==> config.mk <==
export PLATFORM = sky130hd
export DESIGN_NAME = gost_cipher_engine_flat
export DESIGN_NICKNAME = d
export VERILOG_FILES = /design/src/rtl/gost_cipher_engine_if.sv /design/src/rtl/gost_cipher_engine.sv /design/src/flat_wrapper.sv
export SDC_FILE = /design/constraint.sdc
export NUM_CORES = 2
export LEC_CHECK = 0
export ABC_AREA = 0
export BUFFER_PORTS_ARGS = -buffer_cell sky130_fd_sc_hd__buf_2
export CAP_MARGIN = 20
export CORE_UTILIZATION = 57
export DETAILED_ROUTE_END_ITERATION = 16
export GPL_TIMING_DRIVEN = 0
export PLACE_DENSITY = 0.77
export SLEW_MARGIN = 20
export SYNTH_ARGS = -nofsm -noshare
export SYNTH_HDL_FRONTEND = slang
export SYNTH_SLANG_ARGS = --single-unit
==> constraint.sdc <==
create_clock -name clock -period 13.02 [get_ports clock]
set_input_delay 2.604 -clock clock [delete_from_list [all_inputs] [get_ports clock]]
set_output_delay 2.604 -clock clock [all_outputs]
set_load 0.005 [all_outputs]
==> src/rtl/gost_cipher_engine_if.sv <==
// Host-side request/response bundle for the Magma block engine.
// slave is the engine side, master the host side.
interface gost_cipher_engine_if;
  logic         start;
  logic         enc_dec;
  logic [1:0]   mode_i;
  logic         init_i;
  logic [63:0]  iv_i;
  logic [255:0] key_i;
  logic [63:0]  data_i;
  logic [63:0]  data_o;
  logic         busy;
  logic         ready_o;
  logic         err_o;

  modport slave (
    input  start, enc_dec, mode_i, init_i,
    input  iv_i, key_i, data_i,
    output data_o, busy, ready_o, err_o
  );

  modport master (
    output start, enc_dec, mode_i, init_i,
    output iv_i, key_i, data_i,
    input  data_o, busy, ready_o, err_o
  );
endinterface

==> src/rtl/gost_cipher_engine.sv <==
// Magma (GOST 28147-89 / R 34.12-2015) block engine, ECB/CBC/CTR.
// RPC rounds per clock; one extra cycle applies the chaining wrap.
module gost_cipher_engine #(
  parameter int RPC = 1
) (
  input logic clock,
  input logic reset,
  gost_cipher_engine_if.slave bus
);

  typedef enum logic [1:0] {
    IDLE, RUN, FIN
  } state_t;

  localparam logic [1:0] ECB = 2'b00;
  localparam logic [1:0] CBC = 2'b01;
  localparam logic [1:0] CTR = 2'b10;

  // Row i holds pi_i with entry x at bits [4x+3:4x].
  localparam logic [63:0] SBOX [8] = '{
    64'h1F307D8E9B5A264C,
    64'hF0DB74E1C5A93286,
    64'h069C471EDAF2853B,
    64'hB9E35A076F4D128C,
    64'hC24BE390D618A5F7,
    64'h0E34187BAC296FD5,
    64'h73AD0B4FC19652E8,
    64'h2BC96AF43850DE71
  };

  state_t state_q, state_d;

  logic [255:0] key_q;
  logic [63:0]  data_q;
  logic [63:0]  blk_q;
  logic [63:0]  blk_d;
  logic [63:0]  chain_q;
  logic [63:0]  chain_d;
  logic [63:0]  out_d;
  logic [63:0]  c_use;
  logic [63:0]  core_in;
  logic         enc_q;
  logic [1:0]   mode_q;
  logic [5:0]   rnd_q;
  logic [5:0]   rnd_nx;
  logic         last;
  logic         illegal;
  logic         accept;
  logic [31:0]  a1, a0, t;
  logic [4:0]   r;

  function automatic logic [31:0] g(
    input logic [31:0] k,
    input logic [31:0] a
  );
    logic [31:0] s, p;
    s = a + k;
    p = '0;
    for (int i = 0; i < 8; i++)
      p[4*i +: 4] = SBOX[i][{s[4*i +: 4], 2'b00} +: 4];
    return {p[20:0], p[31:21]};
  endfunction

  function automatic logic [31:0] subkey(
    input logic [255:0] k,
    input logic [4:0]   rr,
    input logic         enc
  );
    logic [2:0] j, jn;
    logic       fwd;
    fwd = enc ? (rr < 5'd24) : (rr < 5'd8);
    j   = fwd ? rr[2:0] : ~rr[2:0];
    jn  = ~j;
    return k[{jn, 5'b0} +: 32];
  endfunction

  assign illegal = bus.mode_i == 2'b11;
  assign accept  = state_q == IDLE && bus.start && !illegal;
  assign c_use   = bus.init_i ? bus.iv_i : chain_q;
  assign rnd_nx  = rnd_q + 6'(RPC);
  assign last    = rnd_nx == 6'd32;
  assign bus.busy = state_q != IDLE;

  always_comb begin
    core_in = bus.data_i;
    unique case (1'b1)
      bus.mode_i == CBC && bus.enc_dec:
        core_in = bus.data_i ^ c_use;
      bus.mode_i == CTR:
        core_in = c_use;
      default: ;
    endcase
  end

  // Rounds rnd_q .. rnd_q+RPC-1; round 31 skips the swap.
  always_comb begin
    a1 = blk_q[63:32];
    a0 = blk_q[31:0];
    t  = '0;
    r  = '0;
    for (int i = 0; i < RPC; i++) begin
      r = rnd_q[4:0] + 5'(i);
      t = g(subkey(key_q, r, enc_q), a0) ^ a1;
      if (r == 5'd31) begin
        a1 = t;
      end else begin
        a1 = a0;
        a0 = t;
      end
    end
    blk_d = {a1, a0};
  end

  always_comb begin
    out_d   = blk_q;
    chain_d = chain_q;
    unique case (1'b1)
      mode_q == CBC && enc_q:
        chain_d = blk_q;
      mode_q == CBC && !enc_q: begin
        out_d   = blk_q ^ chain_q;
        chain_d = data_q;
      end
      mode_q == CTR: begin
        out_d   = blk_q ^ data_q;
        chain_d = chain_q + 64'd1;
      end
      default: ;
    endcase
  end

  always_comb begin
    state_d = state_q;
    unique case (state_q)
      IDLE:    if (accept) state_d = RUN;
      RUN:     if (last) state_d = FIN;
      FIN:     state_d = IDLE;
      default: state_d = IDLE;
    endcase
  end

  always_ff @(posedge clock or negedge reset) begin
    if (!reset) begin
      state_q     <= IDLE;
      key_q       <= '0;
      data_q      <= '0;
      blk_q       <= '0;
      chain_q     <= '0;
      enc_q       <= 1'b0;
      mode_q      <= ECB;
      rnd_q       <= '0;
      bus.data_o  <= '0;
      bus.ready_o <= 1'b0;
      bus.err_o   <= 1'b0;
    end else begin
      state_q   <= state_d;
      bus.err_o <= state_q == IDLE
                   && bus.start && illegal;
      if (accept) begin
        key_q       <= bus.key_i;
        data_q      <= bus.data_i;
        enc_q       <= bus.enc_dec
                       || bus.mode_i == CTR;
        mode_q      <= bus.mode_i;
        blk_q       <= core_in;
        rnd_q       <= '0;
        bus.ready_o <= 1'b0;
        if (bus.init_i) chain_q <= bus.iv_i;
      end else if (state_q == RUN) begin
        blk_q <= blk_d;
        rnd_q <= last ? 6'd0 : rnd_nx;
      end else if (state_q == FIN) begin
        bus.data_o  <= out_d;
        chain_q     <= chain_d;
        bus.ready_o <= 1'b1;
      end
    end
  end

endmodule

==> src/flat_wrapper.sv <==
// flat-port wrapper written by rule: the top's interface ports become plain ports
module gost_cipher_engine_flat 
#(
  parameter int RPC = 1
)
  (clock, reset, bus_start, bus_enc_dec, bus_mode_i, bus_init_i, bus_iv_i, bus_key_i, bus_data_i, bus_data_o, bus_busy, bus_ready_o, bus_err_o);
  gost_cipher_engine_if bus_i ();
  input logic clock;
  input logic reset;
  input wire logic [$bits(bus_i.start)-1:0] bus_start;
  input wire logic [$bits(bus_i.enc_dec)-1:0] bus_enc_dec;
  input wire logic [$bits(bus_i.mode_i)-1:0] bus_mode_i;
  input wire logic [$bits(bus_i.init_i)-1:0] bus_init_i;
  input wire logic [$bits(bus_i.iv_i)-1:0] bus_iv_i;
  input wire logic [$bits(bus_i.key_i)-1:0] bus_key_i;
  input wire logic [$bits(bus_i.data_i)-1:0] bus_data_i;
  output wire logic [$bits(bus_i.data_o)-1:0] bus_data_o;
  output wire logic [$bits(bus_i.busy)-1:0] bus_busy;
  output wire logic [$bits(bus_i.ready_o)-1:0] bus_ready_o;
  output wire logic [$bits(bus_i.err_o)-1:0] bus_err_o;
  assign bus_i.start = bus_start;
  assign bus_i.enc_dec = bus_enc_dec;
  assign bus_i.mode_i = bus_mode_i;
  assign bus_i.init_i = bus_init_i;
  assign bus_i.iv_i = bus_iv_i;
  assign bus_i.key_i = bus_key_i;
  assign bus_i.data_i = bus_data_i;
  assign bus_data_o = bus_i.data_o;
  assign bus_busy = bus_i.busy;
  assign bus_ready_o = bus_i.ready_o;
  assign bus_err_o = bus_i.err_o;
  gost_cipher_engine #(.RPC(RPC)) u_core (.clock(clock), .reset(reset), .bus(bus_i));
endmodule
==> impl_metrics.json <==
{
  "clk_transition_reported_paths_ns": 0.07,
  "ys.warnings.count": 0,
  "grt_overflow_total": 0,
  "hold_violations": 0,
  "edff_count_synth": 0,
  "yosys_cell_types": 87,
  "worst_clock_skew_ns": 0.0484,
  "layout-drive-gt1-share_pct": 18.0,
  "clk-insertion-delay-late_ns": 0.69,
  "worstHoldStart": "u_core.bus.ready_o",
  "fmax_ghz": 0.137,
  "synthesis.instances": 3738,
  "antenna_found_initial": 3,
  "gp_congestion": 1.10,
  "fin_crit_period_ns": 7.31,
  "timing.setup.critical_path_class": "reg -> reg",
  "synth.net_count": 4207,
  "setup_violations": 0,
  "cts.repair_timing.setup_buffer_count": 0,
  "placedInstanceArea_mm2": 0.0351,
  "timing.hold.worst_endpoint": "u_core.bus.ready_o",
  "drcViolationCount": 0,
  "timing.critical_path.depth": 16,
  "setup_tns_ns": 0,
  "final_max_slew_viol_count": 0,
  "die_h_um": 238,
  "dominantRegCellSynth": "sky130_fd_sc_hd__dfrtp_1",
  "worstHoldPathCells": 2,
  "worst_ep_arrival_time_ns": 7.84,
  "regToRegStartpoint": "u_core.rnd_q[3]",
  "critical_path.endpoint_type": "flip-flop",
  "worstHoldPathType": "reg -> reg",
  "reg2reg_setup_slack_ns": 5.71,
  "timing.max_slew.rel_slack_pct": 11.8,
  "post_drt_wl_per_cell_um": 28.1,
  "ff2ff_path_depth": 16,
  "clock_tree_from_tritoncts": "done",
  "layout.filler_cells": 4562,
  "maximum_number_of_pins_on_one_net_before_global_route_repair": 103,
  "synth-seq-cells": 525,
  "drtAntennaViolNets": 0,
  "area_growth_syn_to_layout_pct": 17.2,
  "effective_utilization_at_floorplan_pct": 57.6,
  "synth_top_area_cells": "sky130_fd_sc_hd__dfrtp_1 (41%), sky130_fd_sc_hd__nand2_1 (15%), sky130_fd_sc_hd__mux4_2 (5.3%)",
  "cpLargestDelayFamily": "compound AO/OA/AOI/OAI gates",
  "crit_chain": "maj3_4, xnor2_1, clkbuf_1, mux4_2, mux2_2, ha_1, fa_1, a211oi_1, o211ai_1, a21boi_0, xor2_1, mux2i_1, o21ai_0, xor2_1, a211oi_1, a311o_1",
  "detail_route.vias_per_cell": 6.50,
  "fin_cells": 5055,
  "design.die.area_mm2": 0.0566,
  "cpPeakStageDelay_ns": 0.97,
  "core_box_area_mm2": 0.0551,
  "syn-cell-area_mm2": 0.0317,
  "track_usage_pct": 49.9,
  "syn_avg_cell_area_um2": 8.49,
  "cts.htree.levels": 2,
  "cts_buffers": 55,
  "maxCapViolations": 0,
  "postRouteWirelength_um": 142000,
  "finalNetCount": 4726,
  "cts_hold_buf": 0,
  "clock_tree.buffer_depth": 3,
  "rsz0062_at_grt": "no",
  "synth_top_cell_area_share_pct": 41.4,
  "netlist.top_cell.by_area": "sky130_fd_sc_hd__dfrtp_1",
  "vias": 32900,
  "drt_pass1_iterations": 8,
  "hold_slack_ns": 0.471,
  "worst_path_slowest_cell": "sky130_fd_sc_hd__xnor2_1",
  "async_flop_share_pct": 100,
  "boundaryPins": 458,
  "final_min_period_over_clock_period_pct": 56.1,
  "clkSinkCount": 525,
  "drt-initial-drc-count": 4501,
  "core.rowCount": 86,
  "synth-seq-area-share_pct": 41.4,
  "first_pass_grt_wire_length_um": 204000,
  "vias_in_the_first_global_route": 31300,
  "port_buffers": 456,
  "timing.critical_path.required_ns": 13.55,
  "cp-start-kind": "flip-flop",
  "timing.critical_path.buf_inv": 1,
  "postLayoutCellArea_mm2": 0.0372,
  "clock-root-buffer": "sky130_fd_sc_hd__clkbuf_16",
  "worst_max_slew_pin_slew_ns": 1.32,
  "critPathMaxFanout": 10,
  "place.detailed.hpwl_um": 109000,
  "post_cts_resize_count": 0,
  "run_status": "finished clean",
  "placed_cells": 4948,
  "r2r_end": "u_core.blk_q[53]",
  "die_w_um": 238
}
==> final cells by class <==
class / instances / area, µm² / area share, %
clock buffers: 74 / 1550 / 4.16
well taps: 748 / 936 / 2.52
plain buffers: 256 / 1000 / 2.69
flip-flops and latches: 525 / 13100 / 35.3
multi-input cells: 2911 / 17400 / 46.9
diodes: 6 / 15.0 / 0.0404
inverters: 46 / 173 / 0.464
clock inverters: 27 / 483 / 1.30
repair buffers: 462 / 2460 / 6.61
==> cell families after synthesis <==
logic type                 synth area share, %
buffers and inverters                     3.69
xor gates and xnor gates                  4.60
AOI/OAI and AO/OA                         15.8
DFF                                       41.4
and+or+nand+nor                           21.7
adders and majority gates                 3.14
muxes                                     9.63
==> how the worst max path moves through the flow <==
stage / end / from / slack (ns)
finish: u_core.blk_q[53] / u_core.rnd_q[3] / 5.71
global route: u_core.blk_q[19] / u_core.rnd_q[3] / 5.51
CTS: u_core.blk_q[53] / u_core.rnd_q[3] / 5.85
detailed placement: u_core.blk_q[19] / u_core.rnd_q[3] / 5.95
global placement: u_core.key_q[86] / reset / -1.58
floorplan: u_core.blk_q[39] / u_core.rnd_q[3] / 7.49
==> sequential cells by signal, indices dropped and copies added, names as in the netlist <==
name / flops
u_core.data_q: 64
u_core.chain_q: 64
u_core.enc_q: 1
u_core.state_q: 2
u_core.bus.data_o: 64
u_core.bus.err_o: 1
u_core.mode_q: 2
u_core.bus.ready_o: 1
u_core.blk_q: 64
u_core.key_q: 256
u_core.rnd_q: 6
==> per-stage QoR <==
step                utilization [%]  worst slack [ns]
global route                   67.5              5.51
global placement               63.4             -1.58
floorplan                         -              7.49
finish                         67.5              5.71
detailed placement             63.8              5.95
CTS                            67.4              5.85
==> synth_stat cells (18+ instances only) <==
cell type / n
sky130_fd_sc_hd__ha_1: 77
sky130_fd_sc_hd__buf_2: 18
sky130_fd_sc_hd__a21oi_1: 176
sky130_fd_sc_hd__a31oi_1: 35
sky130_fd_sc_hd__nor3_1: 65
sky130_fd_sc_hd__o22ai_1: 18
sky130_fd_sc_hd__mux2i_1: 36
sky130_fd_sc_hd__dfrtp_1: 525
sky130_fd_sc_hd__nand2_1: 1237
sky130_fd_sc_hd__a32oi_1: 24
sky130_fd_sc_hd__nand3_1: 108
sky130_fd_sc_hd__nand4_1: 24
sky130_fd_sc_hd__and3_1: 39
sky130_fd_sc_hd__mux4_2: 75
sky130_fd_sc_hd__nor2_1: 131
sky130_fd_sc_hd__a221oi_1: 22
sky130_fd_sc_hd__o21ai_0: 277
sky130_fd_sc_hd__a221o_1: 19
sky130_fd_sc_hd__a211oi_1: 19
sky130_fd_sc_hd__mux2_2: 88
sky130_fd_sc_hd__inv_1: 44
sky130_fd_sc_hd__xor2_1: 98
sky130_fd_sc_hd__xnor2_1: 63
sky130_fd_sc_hd__clkbuf_1: 214
sky130_fd_sc_hd__o211ai_1: 27
sky130_fd_sc_hd__buf_1: 19
sky130_fd_sc_hd__a22oi_1: 76
==> worst register-to-register path: stages, from the launching register on <==
cell	delay, ns
sky130_fd_sc_hd__dfrtp_1	0.45
sky130_fd_sc_hd__maj3_4	0.43
sky130_fd_sc_hd__xnor2_1	0.97
sky130_fd_sc_hd__clkbuf_1	0.60
sky130_fd_sc_hd__mux4_2	0.49
sky130_fd_sc_hd__mux2_2	0.32
sky130_fd_sc_hd__ha_1	0.24
sky130_fd_sc_hd__fa_1	0.44
sky130_fd_sc_hd__a211oi_1	0.37
sky130_fd_sc_hd__o211ai_1	0.31
sky130_fd_sc_hd__a21boi_0	0.41
sky130_fd_sc_hd__xor2_1	0.65
sky130_fd_sc_hd__mux2i_1	0.14
sky130_fd_sc_hd__o21ai_0	0.51
sky130_fd_sc_hd__xor2_1	0.33
sky130_fd_sc_hd__a211oi_1	0.13
sky130_fd_sc_hd__a311o_1	0.35
==> per-layer routing <==
layer  track usage, %  up-vias  routed length, µm
li1                 -    14000                  -
met2             76.0     2538              62200
met5                0        -                  0
met1             60.3    15600              49200
met3             11.7      675              16400
met4             42.1        0              14500
==> layout by cell type, fill, tap and decap left out, drive strengths merged, types with 10 or more instances in the layout <==
cell       n
nand4     24
a22oi     76
inv       46
a21oi    178
clkinv    11
o22ai     18
and3      39
nand2b    13
a221o     19
clkbuf   291
mux4      75
nand3    109
nand2   1239
xor2      98
buf      501
nor2     131
o21ai    285
a31oi     35
dfrtp    525
o211ai    29
mux2      89
a21o      16
ha        77
xnor2     66
a211oi    20
bufinv    10
mux2i     36
nor3      65
a221oi    23
a32oi     24
and2      15
Power is left out: the tool's default activity adds up to more than one toggle a clock period on the data nets, which glitch-free logic cannot reach.
